<file path="config.mk">
export PLATFORM = sky130hd
export DESIGN_NAME = seq_mult4_ctrl
export DESIGN_NICKNAME = d
export VERILOG_FILES = /design/src/rtl/seq_mult4_ctrl.sv
export SDC_FILE = /design/constraint.sdc
export NUM_CORES = 1
export LEC_CHECK = 0
export CAP_MARGIN = 30
export CORE_UTILIZATION = 39
export CTS_CLUSTER_SIZE = 8
export DETAILED_ROUTE_END_ITERATION = 10
export PLACE_DENSITY = 0.74
export SLEW_MARGIN = 15
export SYNTH_ARGS = -nofsm -noshare
export SYNTH_HDL_FRONTEND = slang
export SYNTH_SLANG_ARGS = --single-unit
</file>
<file path="constraint.sdc">
create_clock -name clk -period 1.2 [get_ports clk]
set_input_delay 0.12 -clock clk [delete_from_list [all_inputs] [get_ports clk]]
set_output_delay 0.12 -clock clk [all_outputs]
set_load 0.05 [all_outputs]
</file>
<file path="src/rtl/seq_mult4_ctrl.sv">
// seq_mult4_ctrl: sequential unsigned shift-and-add multiplier controller.
// Holds the operand (M), accumulator (ACC) and multiplier (Q) registers and
// the control FSM. An external ripple-carry adder does the per-iteration add:
// this block drives its A/B/Cin and takes back Sout/Cout every CALC cycle.
//
// Ports:
//   clk, reset         - single clock, synchronous active-high reset
//   start              - multiply request, sampled only in IDLE
//   multiplicand       - operand M, captured on the accepted start edge
//   multiplier         - operand Q, captured on the accepted start edge
//   busy               - high while iterating (CALC)
//   done               - one-cycle pulse after product has been updated
//   product            - registered {ACC,Q} result of the last completed multiply
//   add_a/add_b/add_cin- to the external adder (ACC, Q[0]?M:0, 0)
//   add_sum/add_cout   - from the external adder
module seq_mult4_ctrl #(
  parameter int WIDTH = 4,
  parameter int CNT_W = 2
) (
  input  logic                 clk,
  input  logic                 reset,
  input  logic                 start,
  input  logic [WIDTH-1:0]     multiplicand,
  input  logic [WIDTH-1:0]     multiplier,
  output logic                 busy,
  output logic                 done,
  output logic [2*WIDTH-1:0]   product,
  output logic [WIDTH-1:0]     add_a,
  output logic [WIDTH-1:0]     add_b,
  output logic                 add_cin,
  input  logic [WIDTH-1:0]     add_sum,
  input  logic                 add_cout
);

  typedef enum logic [1:0] {
    IDLE = 2'd0,
    CALC = 2'd1,
    DONE = 2'd2
  } state_t;

  state_t           state;
  logic [WIDTH-1:0] m_reg;
  logic [WIDTH-1:0] acc;
  logic [WIDTH-1:0] q_reg;
  logic [CNT_W-1:0] cnt;

  // Post-shift values of {ACC,Q}: the adder carry lands in ACC's MSB, so the
  // shifted-in bit never overflows.
  logic [WIDTH-1:0] acc_next;
  logic [WIDTH-1:0] q_next;

  always_comb begin
    acc_next = {add_cout, add_sum[WIDTH-1:1]};
    q_next   = {add_sum[0], q_reg[WIDTH-1:1]};
  end

  assign busy    = (state == CALC);
  assign add_a   = acc;
  assign add_b   = q_reg[0] ? m_reg : '0;
  assign add_cin = 1'b0;

  always_ff @(posedge clk) begin
    if (reset) begin
      state   <= IDLE;
      m_reg   <= '0;
      acc     <= '0;
      q_reg   <= '0;
      cnt     <= '0;
      product <= '0;
      done    <= 1'b0;
    end else begin
      case (state)
        IDLE: begin
          done <= 1'b0;
          if (start) begin
            m_reg <= multiplicand;
            q_reg <= multiplier;
            acc   <= '0;
            cnt   <= '0;
            state <= CALC;
          end
        end
        CALC: begin
          acc <= acc_next;
          q_reg <= q_next;
          cnt <= cnt + CNT_W'(1);
          if (cnt == CNT_W'(WIDTH - 1)) begin
            product <= {acc_next, q_next};
            done    <= 1'b1;
            state   <= DONE;
          end
        end
        DONE: begin
          done  <= 1'b0;
          state <= IDLE;
        end
        default: begin
          done  <= 1'b0;
          state <= IDLE;
        end
      endcase
    end
  end

endmodule
</file>
After elaboration in Yosys (flattened, before gate mapping):

Cells that the tools add are included.

* add/sub/neg operators: 1
* reduce and logical (&&, ||, !) cells: 7
* muxes and demuxes: 10
* bitwise operators: 1
* equal/unequal tests: 4

Operators by type and width (count)
* case mux 4 bit (2 select lines): 2
* two-way mux 4 bit: 3
* case mux 2 bit (2 select lines): 2
* AND reduction 2 bit: 4
* two-way mux 2 bit: 3
* adder 2 x 1 -> 2 bit, second input constant: 1
* == test 2 x 1 -> 1 bit, second input constant: 1
* == test 2 bit, second input constant: 1
* logical NOT 2 bit: 1
* != test 2 x 1 -> 1 bit, second input constant: 1
* != test 2 bit, second input constant: 1
* nonzero test 2 bit: 1
* OR reduction 2 bit: 1
* inverter 1 bit: 1

* flip-flop bits (word level): 25
* output and inout port bits: 19
* word-level logic and storage cells: 30
* bits of input ports: 16

Longest topological paths before layout:

* depth in word-level cells: 3
* gate-level depth with buffers: 6
* depth with buffers taken out: 4

Least setup slack after synthesis:

OpenSTA, ideal clock, no wires.

* path kind: reg2reg
* start: reg cnt[0]
* end: reg state[0]
* buffers on the path: 1
* arrival: 1.003 ns
* data required time: 1.070 ns
* library setup time: 0.130 ns
* cell stages (with the launch flop): 6
* period minus slack after synthesis: 1.133 ns
* setup slack: 0.067 ns
* path through: dfxtp_1 -> ha_1 -> clkbuf_1 -> inv_1 -> mux2i_1 -> nor3_1

* word-level cells in the longest chain between the ends: 3

Ends and longest elaborated chain
* start: declaration: line 45 `logic [CNT_W-1:0] cnt;`
* start signal: assignment: line 86 `cnt <= cnt + CNT_W'(1);`
* == test 2 bit: line 87 `if (cnt == CNT_W'(WIDTH - 1)) begin`
* != test 2 x 1 -> 1 bit (no source line)
* AND reduction 2 bit (no source line)
* end signal: assignment: line 90 `state <= DONE;`
* end signal: assignment: line 95 `state <= IDLE;`
* end signal: assignment: line 99 `state <= IDLE;`
* end: declaration: line 41 `state_t state;`

No other way between the ends.
A chain may end at the register's enable or synchronous reset.

Final worst setup path:

* start: reg state[1]
* end: reg m_reg[3]

* word-level cells in the longest chain between the ends: 2

Ends and longest elaborated chain
* start signal: assignment: line 64 `state <= IDLE;`
* start signal: assignment: line 80 `state <= CALC;`
* start signal: assignment: line 90
* logical NOT 2 bit: line 72 `case (state)`
* AND reduction 2 bit (no source line)
* end signal: assignment: line 76 `m_reg <= multiplicand;`
* end: declaration: line 42 `logic [WIDTH-1:0] m_reg;`

No other way between the ends.

==> key figures <==
Run status
  – Status: completed

Finish
  – Largest register FFs: 8
  – Nets: 169
  – Syn-to-layout area delta: 64.7%
  – Commonest non-fill, non-tap cells in the layout: dfxtp_1 (22), buf_12 (19), clkdlybuf4s50_1 (15)
  – N_diodes: 0
  – Final Cell Area: 1640 sq um
  – Largest Register: product
  – Commonest non-fill, non-tap cell in the layout: dfxtp_1
  – Util after Layout: 71.3%
  – Layout cells sized above 1: 27.2%

Worst setup path
  – Largest stage delay on the critical path: 0.34 ns
  – Worst setup path startpoint: state[1]$_SDFFE_PP0P_
  – CP Launch Type: flop
  – Crit Path Class: flop to flop
  – Worst Setup End Kind: flop
  – Worst Path Arrival: 1.46 ns
  – Critical-path cell list: buf_4 > buf_4 > nor3b_2 > buf_4 > nand2_1 > a21oi_1
  – Most common cell on crit path: buf_4
  – Reg2reg path depth: 6
  – Slowest CP cell: dfxtp_2
  – WP data required: 1.46 ns
  – Reg-to-Reg Start: state[1]$_SDFFE_PP0P_
  – CP Max Fanout: 4

GRT
  – Initial antenna violation count: 0
  – Largest net degree at the start of global routing: 26
  – Vias in the first global route: 848
  – First-pass GRT wire length: 3710 um
  – All-Layer GR Usage: 18.7%
  – Total grt overflow: 0

Logic synthesis
  – Synth Instances: 112
  – Sequential area share after synthesis: 50.3%
  – Mapped cell area: 995 sq um
  – Netlist cell types: 22
  – Syn Area/Cell: 8.88 sq um
  – Syn nets: 129
  – Number of synthesized flops with an enable pin: 0
  – Most used flip-flop cell after synthesis: dfxtp_1
  – Yosys warns: 0
  – Post-synth ARST share: 0%
  – Seq cells post-synth: 25

CTS
  – CTS Hold Buffers Added: 0
  – Clock Pin Slew Worst Setup and Hold Paths: 0.13 ns
  – H-tree Lvls: 1
  – CTS Buf Count: 3
  – Max Root-Sink Buffers: 2
  – TritonCTS clock tree: built
  – Clock Sinks: 25
  – Latest clock arrival within the worst-skew pair: 0.32 ns
  – Clk root buf: clkbuf_4

Drt
  – TritonRoute pass-1 iters: 4
  – WL final: 2380 um
  – DRT antenna net count: 0
  – Initial drt markers: 15
  – Vias: 921
  – Routed length per instance: 13.3 um
  – Vias per cell: 5.15
  – Remaining DRCs: 0

STA
  – RSZ-0062 raised after global routing: yes
  – Clock Skew: 0.00680 ns
  – Hold Fails Final Rpt: 0
  – Final Setup Violations: 0
  – Fin Setup TNS: 0 ns
  – Crit path time final: 1.19 ns
  – FMAX: 0.838 GHz
  – Count of pins over their slew limit: 0
  – Period utilization: 99.4%

Power
  – Flop pwr share: 57.1%
  – P_leak: 0.634 nW
  – Switch Pwr: 0.000415 W
  – PwrDens: 952 nW/um^2
  – Pint: 0.00114 W
  – Comb pwr share: 18.9%
  – Total power draw: 0.00156 W
  – Max rail drop VDD: 0.926 mV
  – Clock power share: 24.0%
  – Switching share of total power: 26.6%

Die
  – # IOs: 35
  – Site Rows: 17
  – Die width: 52.5 um
  – Die Area: 2760 sq um
  – Total core area: 2300 sq um
  – Starting density of the core: 43.3%
  – Die Y: 52.5 um

Placed design
  – Final GP Congestion: 0.765
  – Port bufs: 33
  – DP Area: 1560 sq um
  – Final HPWL DP: 1740 um

Hold path
  – Worst hold path depth: 3
  – Hold Startpoint: multiplicand[2]
  – Hold Crit Class: input pin to flop

Run
  – Max-cap viol count: 0
## cell usage after synthesis (2+ instances only)
master,number,area share (%)
nand3_1,8,4.0
buf_6,3,3.4
a22oi_1,5,3.8
nor2_1,11,4.2
nand2_1,12,4.5
o21ai_0,4,2.0
mux2i_1,6,6.0
inv_1,2,0.75
a211oi_1,4,3.0
nand2b_1,2,1.3
dfxtp_1,25,50
clkbuf_1,4,1.5
nor3_1,3,1.5
and2_1,4,2.5
a21oi_1,12,6.0
## power groups by stage
stage          registers [W]  logic [W]  clock network [W]
3_5_place_dp        0.000906   0.000290                  0
2_1_floorplan       0.000918   0.000133                  0
4_1_cts             0.000889   0.000301           0.000376
5_1_grt             0.000896   0.000314           0.000407
6_report            0.000890   0.000295           0.000374
3_3_place_gp        0.000904   0.000283                  0
## worst paths after layout
check | endpoint | slack, ns
setup / recovery | m_reg[3]$_SDFFE_PP0P_ | 0.007
hold / removal | m_reg[2]$_SDFFE_PP0P_ | 0.33
setup reg to reg | m_reg[3]$_SDFFE_PP0P_ | 0.007
hold reg to reg | m_reg[1]$_SDFFE_PP0P_ | 0.49
## metal layers
layer | vias up | global-route usage [%] | part of all wire [%]
li1 | 459 | - | -
met1 | 436 | 20.7 | 42
met2 | 21 | 32.9 | 52
met3 | 5 | 4.64 | 4.2
met4 | 0 | 9.21 | 1.8
met5 | - | 0 | 0
## what timing repair did
item,CTS,global route
setup buffers,3,1
endpoints found under the hold margin,0,0
pin swaps,0,1
setup endpoints to repair,2,24
gates cloned,0,0
resized for setup,7,5
## cell type report
| cell class | count | area [sq um] |
|---|---|---|
| fillers | 188 | 659 |
| repair buffers | 44 | 606 |
| flip-flops and latches | 25 | 507 |
| multi-input cells | 76 | 454 |
| well taps | 28 | 35.0 |
| clock buffers | 4 | 26.3 |
| inverters | 2 | 10.0 |
## cell families after synthesis
logic type	Yosys count	synth area share (%)
AO/OA/AOI/OAI	26	15.6
adder cells (fa/ha/maj)	1	1.26
buffers and inverters	11	6.92
flip-flops	25	50.3
multiplexers	6	6.04
other	1	0.377
AND/OR/NAND/NOR	42	19.5
## stage by stage
stage	setup WS [ns]	hold WS (ns)	cells
finish	0.00679	0.327	179
global route	-0.0514	0.324	179
CTS	-0.0211	0.324	179
detailed placement	-0.205	0.464	172
global placement	-0.121	0.461	172
floorplan	0.0673	0.256	112
## critical path: cells and delay by family, from the launching register on
kind / cells / cell delay (ns)
DFF: 1 / 0.34
buffers and inverters: 3 / 0.43
AOI/OAI and AO/OA: 1 / 0.12
and+or+nand+nor: 2 / 0.24
(Power assumes the default switching activity.)
